## src/rtl/axi4lite_reg_slave_if.sv

```systemverilog
// AXI4-Lite bus interface shared by the host-side master and the register slave.
// The interface's own clk/rst_n are carried for completeness; the slave ignores them.
interface axi4lite_if #(
  parameter int unsigned ADDR_WIDTH = 32,
  parameter int unsigned DATA_WIDTH = 32
) (
  input logic clk,
  input logic rst_n
);
  logic [ADDR_WIDTH-1:0]     awaddr;
  logic [2:0]                awprot;
  logic                      awvalid;
  logic                      awready;
  logic [DATA_WIDTH-1:0]     wdata;
  logic [DATA_WIDTH/8-1:0]   wstrb;
  logic                      wvalid;
  logic                      wready;
  logic [1:0]                bresp;
  logic                      bvalid;
  logic                      bready;
  logic [ADDR_WIDTH-1:0]     araddr;
  logic [2:0]                arprot;
  logic                      arvalid;
  logic                      arready;
  logic [DATA_WIDTH-1:0]     rdata;
  logic [1:0]                rresp;
  logic                      rvalid;
  logic                      rready;

  logic unused_clk_rst;
  assign unused_clk_rst = clk ^ rst_n;

  modport slave_mp (
    input  awaddr, awprot, awvalid, output awready,
    input  wdata, wstrb, wvalid,    output wready,
    output bresp, bvalid,           input  bready,
    input  araddr, arprot, arvalid, output arready,
    output rdata, rresp, rvalid,    input  rready
  );

  modport master_mp (
    output awaddr, awprot, awvalid, input  awready,
    output wdata, wstrb, wvalid,    input  wready,
    input  bresp, bvalid,           output bready,
    output araddr, arprot, arvalid, input  arready,
    input  rdata, rresp, rvalid,    output rready
  );
endinterface

```

## src/rtl/axi4lite_reg_slave.sv

```systemverilog
// AXI4-Lite register bank for the miner core: CTRL (start pulse), STATUS (read-only),
// and NUM_REGS-2 byte-enabled RW words exported on reg_q.
// Optional interrupt support is enabled by defining AXIL_REGS_IRQ_EN.
module axi4lite_reg_slave #(
  parameter int unsigned ADDR_WIDTH = 32,
  parameter int unsigned DATA_WIDTH = 32,
  parameter int unsigned NUM_REGS   = 8
) (
  input  logic                         clk,
  input  logic                         rst,
  axi4lite_if.slave_mp                 s_axi,
  input  logic [31:0]                  status_i,
  input  logic                         done_i,
  output logic                         start_o,
  output logic                         irq_o,
  output logic [(NUM_REGS-2)*32-1:0]   reg_q
);
  localparam int unsigned IdxW = ADDR_WIDTH - 2;
  typedef logic [IdxW-1:0] idx_t;
  localparam idx_t NumRegsIdx = idx_t'(NUM_REGS);
  localparam logic [1:0] RespOkay   = 2'b00;
  localparam logic [1:0] RespSlverr = 2'b10;

  idx_t widx, ridx;
  logic wr_accept, rd_accept, ctrl_wr;

  logic [NUM_REGS-3:0][31:0] regs_q, regs_d;
  logic                      bvalid_q, bvalid_d;
  logic [1:0]                bresp_q, bresp_d;
  logic                      rvalid_q, rvalid_d;
  logic [1:0]                rresp_q, rresp_d;
  logic [DATA_WIDTH-1:0]     rdata_q, rdata_d;
  logic                      start_q, start_d;
  logic [DATA_WIDTH-1:0]     ctrl_rd;

  assign widx = s_axi.awaddr[ADDR_WIDTH-1:2];
  assign ridx = s_axi.araddr[ADDR_WIDTH-1:2];

  // Address and data are only ever taken together; no new request while a response is pending.
  assign wr_accept     = ~rst & s_axi.awvalid & s_axi.wvalid & ~bvalid_q;
  assign rd_accept     = ~rst & s_axi.arvalid & ~rvalid_q;
  assign s_axi.awready = wr_accept;
  assign s_axi.wready  = wr_accept;
  assign s_axi.arready = rd_accept;
  assign ctrl_wr       = wr_accept & (widx == '0) & s_axi.wstrb[0];

  assign s_axi.bvalid = bvalid_q;
  assign s_axi.bresp  = bresp_q;
  assign s_axi.rvalid = rvalid_q;
  assign s_axi.rresp  = rresp_q;
  assign s_axi.rdata  = rdata_q;
  assign start_o      = start_q;
  assign reg_q        = regs_q;

`ifdef AXIL_REGS_IRQ_EN
  logic irq_en_q, irq_en_d, irq_pend_q, irq_pend_d, irq_q, irq_d;

  // IRQ_EN is sticky RW; IRQ_PEND is set by done_i and W1C, with set taking priority.
  always_comb begin
    irq_en_d   = irq_en_q;
    irq_pend_d = irq_pend_q;
    if (ctrl_wr) begin
      irq_en_d = s_axi.wdata[1];
      if (s_axi.wdata[2]) irq_pend_d = 1'b0;
    end
    if (done_i) irq_pend_d = 1'b1;
    irq_d = irq_pend_d & irq_en_d;
  end

  // Interrupt state registers.
  always_ff @(posedge clk) begin
    if (rst) begin
      irq_en_q   <= 1'b0;
      irq_pend_q <= 1'b0;
      irq_q      <= 1'b0;
    end else begin
      irq_en_q   <= irq_en_d;
      irq_pend_q <= irq_pend_d;
      irq_q      <= irq_d;
    end
  end

  assign irq_o   = irq_q;
  assign ctrl_rd = {{(DATA_WIDTH-3){1'b0}}, irq_pend_q, irq_en_q, 1'b0};
`else
  assign irq_o   = 1'b0;
  assign ctrl_rd = '0;
`endif

  logic unused_sigs;
  assign unused_sigs = ^{done_i, s_axi.awprot, s_axi.arprot,
                         s_axi.awaddr[1:0], s_axi.araddr[1:0]};

  // Write path: byte-enabled register update, B response and start pulse.
  always_comb begin
    regs_d   = regs_q;
    bvalid_d = bvalid_q;
    bresp_d  = bresp_q;
    start_d  = ctrl_wr & s_axi.wdata[0];
    if (bvalid_q && s_axi.bready) bvalid_d = 1'b0;
    if (wr_accept) begin
      bvalid_d = 1'b1;
      bresp_d  = (widx < NumRegsIdx) ? RespOkay : RespSlverr;
      for (int unsigned k = 2; k < NUM_REGS; k++) begin
        if (widx == idx_t'(k)) begin
          for (int unsigned b = 0; b < 4; b++) begin
            if (s_axi.wstrb[b]) regs_d[k-2][8*b +: 8] = s_axi.wdata[8*b +: 8];
          end
        end
      end
    end
  end

  // Read path: data is captured from current (pre-write) state at acceptance.
  always_comb begin
    rvalid_d = rvalid_q;
    rresp_d  = rresp_q;
    rdata_d  = rdata_q;
    if (rvalid_q && s_axi.rready) rvalid_d = 1'b0;
    if (rd_accept) begin
      rvalid_d = 1'b1;
      rresp_d  = (ridx < NumRegsIdx) ? RespOkay : RespSlverr;
      rdata_d  = '0;
      if (ridx == '0) begin
        rdata_d = ctrl_rd;
      end else if (ridx == idx_t'(1)) begin
        rdata_d = status_i;
      end else begin
        for (int unsigned k = 2; k < NUM_REGS; k++) begin
          if (ridx == idx_t'(k)) rdata_d = regs_q[k-2];
        end
      end
    end
  end

  // Bus-side state registers; reset discards any pending response.
  always_ff @(posedge clk) begin
    if (rst) begin
      regs_q   <= '0;
      bvalid_q <= 1'b0;
      bresp_q  <= 2'b00;
      rvalid_q <= 1'b0;
      rresp_q  <= 2'b00;
      rdata_q  <= '0;
      start_q  <= 1'b0;
    end else begin
      regs_q   <= regs_d;
      bvalid_q <= bvalid_d;
      bresp_q  <= bresp_d;
      rvalid_q <= rvalid_d;
      rresp_q  <= rresp_d;
      rdata_q  <= rdata_d;
      start_q  <= start_d;
    end
  end
endmodule
```

## src/flat_wrapper.sv

```systemverilog
// flat-port wrapper written by rule: the top's interface ports become plain ports
module axi4lite_reg_slave_flat 
#(
  parameter int unsigned ADDR_WIDTH = 32,
  parameter int unsigned DATA_WIDTH = 32,
  parameter int unsigned NUM_REGS   = 8
)
  (clk, rst, status_i, done_i, start_o, irq_o, reg_q, rst_n, s_axi_awaddr, s_axi_awprot, s_axi_awvalid, s_axi_awready, s_axi_wdata, s_axi_wstrb, s_axi_wvalid, s_axi_wready, s_axi_bresp, s_axi_bvalid, s_axi_bready, s_axi_araddr, s_axi_arprot, s_axi_arvalid, s_axi_arready, s_axi_rdata, s_axi_rresp, s_axi_rvalid, s_axi_rready);
  axi4lite_if #(.ADDR_WIDTH(ADDR_WIDTH), .DATA_WIDTH(DATA_WIDTH)) s_axi_i (.clk(clk), .rst_n(rst_n));
  input  logic clk;
  input  logic rst;
  input  logic [31:0] status_i;
  input  logic done_i;
  output logic start_o;
  output logic irq_o;
  output logic [(NUM_REGS-2)*32-1:0] reg_q;
  input wire logic rst_n;
  input wire logic [$bits(s_axi_i.awaddr)-1:0] s_axi_awaddr;
  input wire logic [$bits(s_axi_i.awprot)-1:0] s_axi_awprot;
  input wire logic [$bits(s_axi_i.awvalid)-1:0] s_axi_awvalid;
  output wire logic [$bits(s_axi_i.awready)-1:0] s_axi_awready;
  input wire logic [$bits(s_axi_i.wdata)-1:0] s_axi_wdata;
  input wire logic [$bits(s_axi_i.wstrb)-1:0] s_axi_wstrb;
  input wire logic [$bits(s_axi_i.wvalid)-1:0] s_axi_wvalid;
  output wire logic [$bits(s_axi_i.wready)-1:0] s_axi_wready;
  output wire logic [$bits(s_axi_i.bresp)-1:0] s_axi_bresp;
  output wire logic [$bits(s_axi_i.bvalid)-1:0] s_axi_bvalid;
  input wire logic [$bits(s_axi_i.bready)-1:0] s_axi_bready;
  input wire logic [$bits(s_axi_i.araddr)-1:0] s_axi_araddr;
  input wire logic [$bits(s_axi_i.arprot)-1:0] s_axi_arprot;
  input wire logic [$bits(s_axi_i.arvalid)-1:0] s_axi_arvalid;
  output wire logic [$bits(s_axi_i.arready)-1:0] s_axi_arready;
  output wire logic [$bits(s_axi_i.rdata)-1:0] s_axi_rdata;
  output wire logic [$bits(s_axi_i.rresp)-1:0] s_axi_rresp;
  output wire logic [$bits(s_axi_i.rvalid)-1:0] s_axi_rvalid;
  input wire logic [$bits(s_axi_i.rready)-1:0] s_axi_rready;
  assign s_axi_i.awaddr = s_axi_awaddr;
  assign s_axi_i.awprot = s_axi_awprot;
  assign s_axi_i.awvalid = s_axi_awvalid;
  assign s_axi_awready = s_axi_i.awready;
  assign s_axi_i.wdata = s_axi_wdata;
  assign s_axi_i.wstrb = s_axi_wstrb;
  assign s_axi_i.wvalid = s_axi_wvalid;
  assign s_axi_wready = s_axi_i.wready;
  assign s_axi_bresp = s_axi_i.bresp;
  assign s_axi_bvalid = s_axi_i.bvalid;
  assign s_axi_i.bready = s_axi_bready;
  assign s_axi_i.araddr = s_axi_araddr;
  assign s_axi_i.arprot = s_axi_arprot;
  assign s_axi_i.arvalid = s_axi_arvalid;
  assign s_axi_arready = s_axi_i.arready;
  assign s_axi_rdata = s_axi_i.rdata;
  assign s_axi_rresp = s_axi_i.rresp;
  assign s_axi_rvalid = s_axi_i.rvalid;
  assign s_axi_i.rready = s_axi_rready;
  axi4lite_reg_slave #(.ADDR_WIDTH(ADDR_WIDTH), .DATA_WIDTH(DATA_WIDTH), .NUM_REGS(NUM_REGS)) u_core (.clk(clk), .rst(rst), .s_axi(s_axi_i), .status_i(status_i), .done_i(done_i), .start_o(start_o), .irq_o(irq_o), .reg_q(reg_q));
endmodule
```

## config.mk

```make
export PLATFORM = sky130hd
export DESIGN_NAME = axi4lite_reg_slave_flat
export DESIGN_NICKNAME = d
export VERILOG_FILES = /design/src/rtl/axi4lite_reg_slave_if.sv /design/src/rtl/axi4lite_reg_slave.sv /design/src/flat_wrapper.sv
export SDC_FILE = /design/constraint.sdc
export NUM_CORES = 1
export LEC_CHECK = 0
export ABC_AREA = 1
export BUFFER_PORTS_ARGS = -buffer_cell sky130_fd_sc_hd__buf_2
export CORE_MARGIN = 4
export CORE_UTILIZATION = 50
export DETAILED_ROUTE_END_ITERATION = 7
export PLACE_DENSITY = 0.8
export RECOVER_POWER = 50
export SLEW_MARGIN = 30
export SYNTH_ARGS = -nofsm -noshare
export SYNTH_HDL_FRONTEND = slang
export SYNTH_SLANG_ARGS = --single-unit
export TNS_END_PERCENT = 20
```

## constraint.sdc

```tcl
create_clock -name clk -period 4.6 [get_ports clk]
set_clock_uncertainty 0.2 [all_clocks]
set_input_delay 0 -clock clk [delete_from_list [all_inputs] [get_ports clk]]
set_output_delay 0 -clock clk [all_outputs]
set_load 0.05 [all_outputs]
```

Yosys cells after proc, flatten, opt, wreduce, memory -nomap -nowiden
Cells that the tools add are included.
{"block": "totals", "inputBits": 147, "reg_bits": 231, "out_inout_bits": 235, "word_cells": 100}
{"block": "op_classes", "reduce_logical": 30, "n_mux": 14, "magnitude_cmp": 2, "bitwise": 11, "n_eq_ne": 13}
{"cell": "2-to-1 mux 32 bit", "n": 8}
{"cell": "== test 30 x 3 -> 1 bit (second input constant)", "n": 8}
{"cell": "== test 30 x 2 -> 1 bit (second input constant)", "n": 4}
{"cell": "AND reduction 3 bit", "n": 24}
{"cell": "zero test 30 bit", "n": 2}
{"cell": "less-than comparator 30 x 4 -> 1 bit (second input constant)", "n": 2}
{"cell": "== test 30 x 1 -> 1 bit (second input constant)", "n": 1}
{"cell": "bitwise AND 1 bit", "n": 8}
{"cell": "2-to-1 mux 1 bit", "n": 4}
{"cell": "2-to-1 mux 2 bit", "n": 2}
{"cell": "nonzero test 2 bit", "n": 2}
{"cell": "inverter 1 bit", "n": 3}
{"cell": "logical AND 1 bit", "n": 2}

Depth between registers and ports, before layout
{"block": "logic_depth", "ltp_word": 9, "depth_mapped": 14, "mapped_depth_nobuf": 13}

Least setup slack after synthesis
No wires, ideal clock.
{"block": "synth_timing", "kind": "reg-to-reg", "from": "register u_core.rvalid_q (netlist: u_core.s_axi.rvalid)", "to": "register u_core.rdata_q[2] (netlist: u_core.s_axi.rdata[2])", "arrival_ps": 2182, "n_path_buf": 1, "path_slack_ps": 2148, "period_less_slack_ps": 2452, "setup_time_ps": 70, "stages_incl_launch_ff": 9, "required_ps": 4330, "path_cell_list": "dfxtp_1 -> nor3_2 -> inv_2 -> a31oi_2 -> clkbuf_2 -> o21ai_0 -> inv_1 -> nand2_1 -> a21oi_1"}
{"block": "synth_via", "elab_chain_len": 2}
{"item": "start, declared", "line_no": "axi4lite_reg_slave.sv:30", "text": "logic rvalid_q, rvalid_d;"}
{"item": "start signal, assigned", "line_no": "axi4lite_reg_slave.sv:150", "text": "rvalid_q <= rvalid_d;"}
{"item": "inverter 1 bit", "line_no": "axi4lite_reg_slave.sv:41", "text": "assign rd_accept = ~rst & s_axi.arvalid & ~rvalid_q;"}
{"item": "bitwise AND 1 bit", "line_no": "axi4lite_reg_slave.sv:41"}
{"item": "named net s_axi_arready", "line_no": "flat_wrapper.sv:32", "text": "output wire logic [$bits(s_axi_i.arready)-1:0] s_axi_arready;"}
{"item": "end signal, assigned", "line_no": "axi4lite_reg_slave.sv:152", "text": "rdata_q <= rdata_d;"}
{"item": "end, declared", "line_no": "axi4lite_reg_slave.sv:32", "text": "logic [DATA_WIDTH-1:0] rdata_q, rdata_d;"}
The timed path passes the listed nets, and every way through them passes these cells.
A chain may end at the register's enable or synchronous reset.

Worst setup path in the final report
{"block": "layout_timing", "from": "input port s_axi_awaddr[16]", "to": "register u_core.regs_q (netlist bit u_core.reg_q[20])"}
{"block": "layout_via", "elab_chain_len": 2}
{"item": "start, declared", "line_no": "flat_wrapper.sv:18", "text": "input wire logic [$bits(s_axi_i.awaddr)-1:0] s_axi_awaddr;"}
{"item": "== test 30 x 2 -> 1 bit", "line_no": "axi4lite_reg_slave.sv:105", "text": "if (widx == idx_t'(k)) begin"}
{"item": "AND reduction 3 bit (no source line)"}
{"item": "end signal, assigned", "line_no": "axi4lite_reg_slave.sv:147", "text": "regs_q <= regs_d;"}
{"item": "end, declared", "line_no": "axi4lite_reg_slave.sv:27", "text": "logic [NUM_REGS-3:0][31:0] regs_q, regs_d;"}
Every way passes these cells.

==> results.json <==
{
  "drc": 0,
  "crit_top_cell": "dlygate4sd3_1",
  "die_w_um": 155,
  "period_share_pct": 95.2,
  "max_stage_delay_ns": 0.87,
  "first_global_vias": 11600,
  "powerDensity_nw_per_um2": 297,
  "htree_num_levels": 1,
  "final_common_cell": "inv_1",
  "cts_sinks": 229,
  "wl_um": 41900,
  "postCtsResizedCells": 0,
  "synthesis.area_um2": 10700,
  "fin_nets": 2132,
  "min_period_ns": 4.38,
  "critPathCaptureType": "register",
  "yosysWarnings": 0,
  "fmax_mhz": 228,
  "cts-buffers-inserted": 25,
  "grt_max_degree": 130,
  "outcome": "finished, final reports clean",
  "finalInstanceArea_um2": 14400,
  "drive_gt1_share_pct": 11.7,
  "cp_top_family": "buffers and inverters",
  "ctsRootBufferMaster": "clkbuf_16",
  "area_growth_pct": 34.3,
  "initial_utilization_pct": 51.0,
  "vias": 12200,
  "drtAntennaViolNets": 0,
  "die_area_um2": 23900,
  "syn_inst": 1529,
  "viasPerCell": 5.36,
  "core_um2": 21100,
  "setup_viol": 0,
  "crit_path_cell_trace": "dlygate4sd3_1 -> buf_2 -> nor4_1 -> dlygate4sd3_1 -> nand2_1 -> dlygate4sd3_1 -> nor2_4 -> nand3_2 -> dlygate4sd3_1 -> a21oi_1 -> dlygate4sd3_1",
  "synth_cell_types": 37,
  "wl_per_cell_um": 18.4,
  "slew_viol_final": 0,
  "worst-path-buf-inv": 6,
  "final_cell_mix": "inv_1 (275), nand2_1 (233), clkbuf_1 (233), dfxtp_1 (229)",
  "ir_drop_mv": 0.250,
  "ios": 382,
  "clkLatencyLatePin_ns": 0.53,
  "clk_path_buf_depth": 3,
  "place_area_um2": 12500,
  "timing.final.hold_violations": 0,
  "postSynthAreaPerCell_um2": 7.03,
  "num_rows": 53,
  "slew_headroom_pct": 37.1,
  "fin_cells": 2277,
  "cp_max_fo": 18,
  "slowest_stage": "dlygate4sd3_1",
  "cts_tree": "yes",
  "first_iter_violations": 981,
  "dieHeight_um": 155,
  "cp-start-kind": "input pin",
  "max_cap_violations": 0,
  "portBuffers": 366,
  "path_class": "in2reg",
  "critPathRequiredTime_ns": 4.87,
  "tightest_slew_ns": 0.935,
  "grt_pass1_wl_um": 63800,
  "worstPathArrival_ns": 4.65,
  "seq_area_frac_synth_pct": 42.6,
  "antenna_found_initial": 1,
  "drt-pass1-iter-count": 7,
  "p_leak_nw": 5.64,
  "dp_hpwl_um": 27000,
  "gp_congestion": 0.933,
  "min_path_type": "in2reg",
  "clk_pin_slew_ns": 0.06,
  "ys_ff_latch": 229,
  "grt_remaining_overflow": 0,
  "final.setup.tns_ns": 0,
  "grt_usage_pct": 33.4,
  "dp.cells": 2095,
  "grt_setup_unrepaired": "no"
}
layer usage:
| metal | vias to the layer above | track usage, % | routed length (µm) |
|---|---|---|---|
| li1 | 5845 | - | - |
| met2 | 737 | 55.7 | 19700 |
| met3 | 130 | 7.02 | 4470 |
| met5 | - | 0 | 0 |
| met4 | 0 | 14.8 | 1960 |
| met1 | 5499 | 41.7 | 15800 |
repair_timing:
action,CTS,global route
setup buffers,0,0
hold endpoints to repair,229,0
hold buffers,138,0
cells in the mapped netlist:
cell,n,area (µm²)
buf_6,16,180
dfxtp_1,229,4580
nand4_4,1,21.3
a21oi_1,226,1130
inv_4,2,12.5
inv_1,275,1030
and2_1,1,6.26
clkinv_1,2,7.51
nand3_4,3,52.6
nor2_2,3,18.8
conb_1,1,3.75
nor4_2,2,25.0
nand4_2,1,12.5
and3_1,1,6.26
nor2_4,7,78.8
nor3_2,1,10.0
or2_2,1,6.26
nor3_4,2,32.5
nand3_1,30,150
a31oi_2,1,12.5
o21ai_0,226,1130
nand4_1,41,257
a31oi_1,1,6.26
nor2_1,83,312
buf_2,22,110
inv_2,2,7.51
clkbuf_2,5,25.0
nor4_1,5,31.3
nand2_2,3,18.8
nor3_1,7,35.0
clkbuf_1,32,120
buf_4,10,75.1
or2_1,1,6.26
nand3_2,17,170
nand2_1,234,878
nand2_4,1,11.3
o21ai_1,34,170
sequential cells by signal, indices dropped and copies added, names as in the netlist:
name,cells
u_core.reg_q,192
u_core.s_axi.rdata,32
u_core.s_axi.bresp,1
u_core.s_axi.bvalid,1
u_core.s_axi.rresp,1
u_core.s_axi.rvalid,1
u_core.start_o,1
worst reg2reg max path, cell delays in order (launching register included):
cell and delay [ns]:
dfxtp_1 0.32, nor2_1 0.11, and3_1 0.34, clkinvlp_2 0.63, nor2_4 0.44, nand3_2 0.31, dlygate4sd3_1 0.87, a21oi_1 0.20
dlygate4sd3_1 0.56
path summary, 6_finish.rpt:
| path | end | cells past startpoint | slack, ns | start |
|---|---|---|---|---|
| max | u_core.reg_q[20] | 11 | 0.22 | s_axi_awaddr[16] |
| min | u_core.s_axi.rvalid | 3 | 0.05 | s_axi_rready |
| max reg2reg | u_core.reg_q[20] | 8 | 0.55 | u_core.s_axi.bvalid |
| min reg2reg | u_core.reg_q[111] | 2 | 0.26 | u_core.reg_q[111] |
stage by stage:
| step | total power [W] | utilization [%] | hold WS (ns) | setup WS [ns] |
|---|---|---|---|---|
| 4_1_cts | 0.00429 | 69.8 | 0.00797 | 0.382 |
| 2_1_floorplan | 0.00216 | - | -0.0890 | 2.15 |
| 3_5_place_dp | 0.00226 | 59.4 | 0.00219 | 1.62 |
| 5_1_grt | 0.00440 | 68.4 | 0.0555 | 0.0238 |
| 6_report | 0.00429 | 68.4 | 0.0480 | 0.222 |
| 3_3_place_gp | 0.00226 | 59.2 | -0.00346 | 1.66 |
cell families (layout without fill, tap and decap cells):
group           count (synthesis)  in the layout  synth area share (%)
other cells                     1              4                0.0349
compound gates                488            488                  22.8
flops                         229            229                  42.6
buf+inv                       366            836                  14.6
simple gates                  445            445                  19.9
layout make-up:
type	instances	area (µm²)
well taps	275	344
diodes	1	2.50
clock inverters	7	75.1
inverters	281	1060
multi-input cells	936	4620
flip-flops and latches	229	4580
clock buffers	36	737
repair buffers	512	3010
fillers	1778	6660
where the power goes:
group	switching [W]	leakage (nW)	internal, W
sequential	0.00000210	1.84	0.00199
combinational	0.000174	3.41	0.000126
clock	0.000830	0.391	0.00117
total	0.00101	5.64	0.00328
No activity file was read; power rests on OpenSTA's default activity.
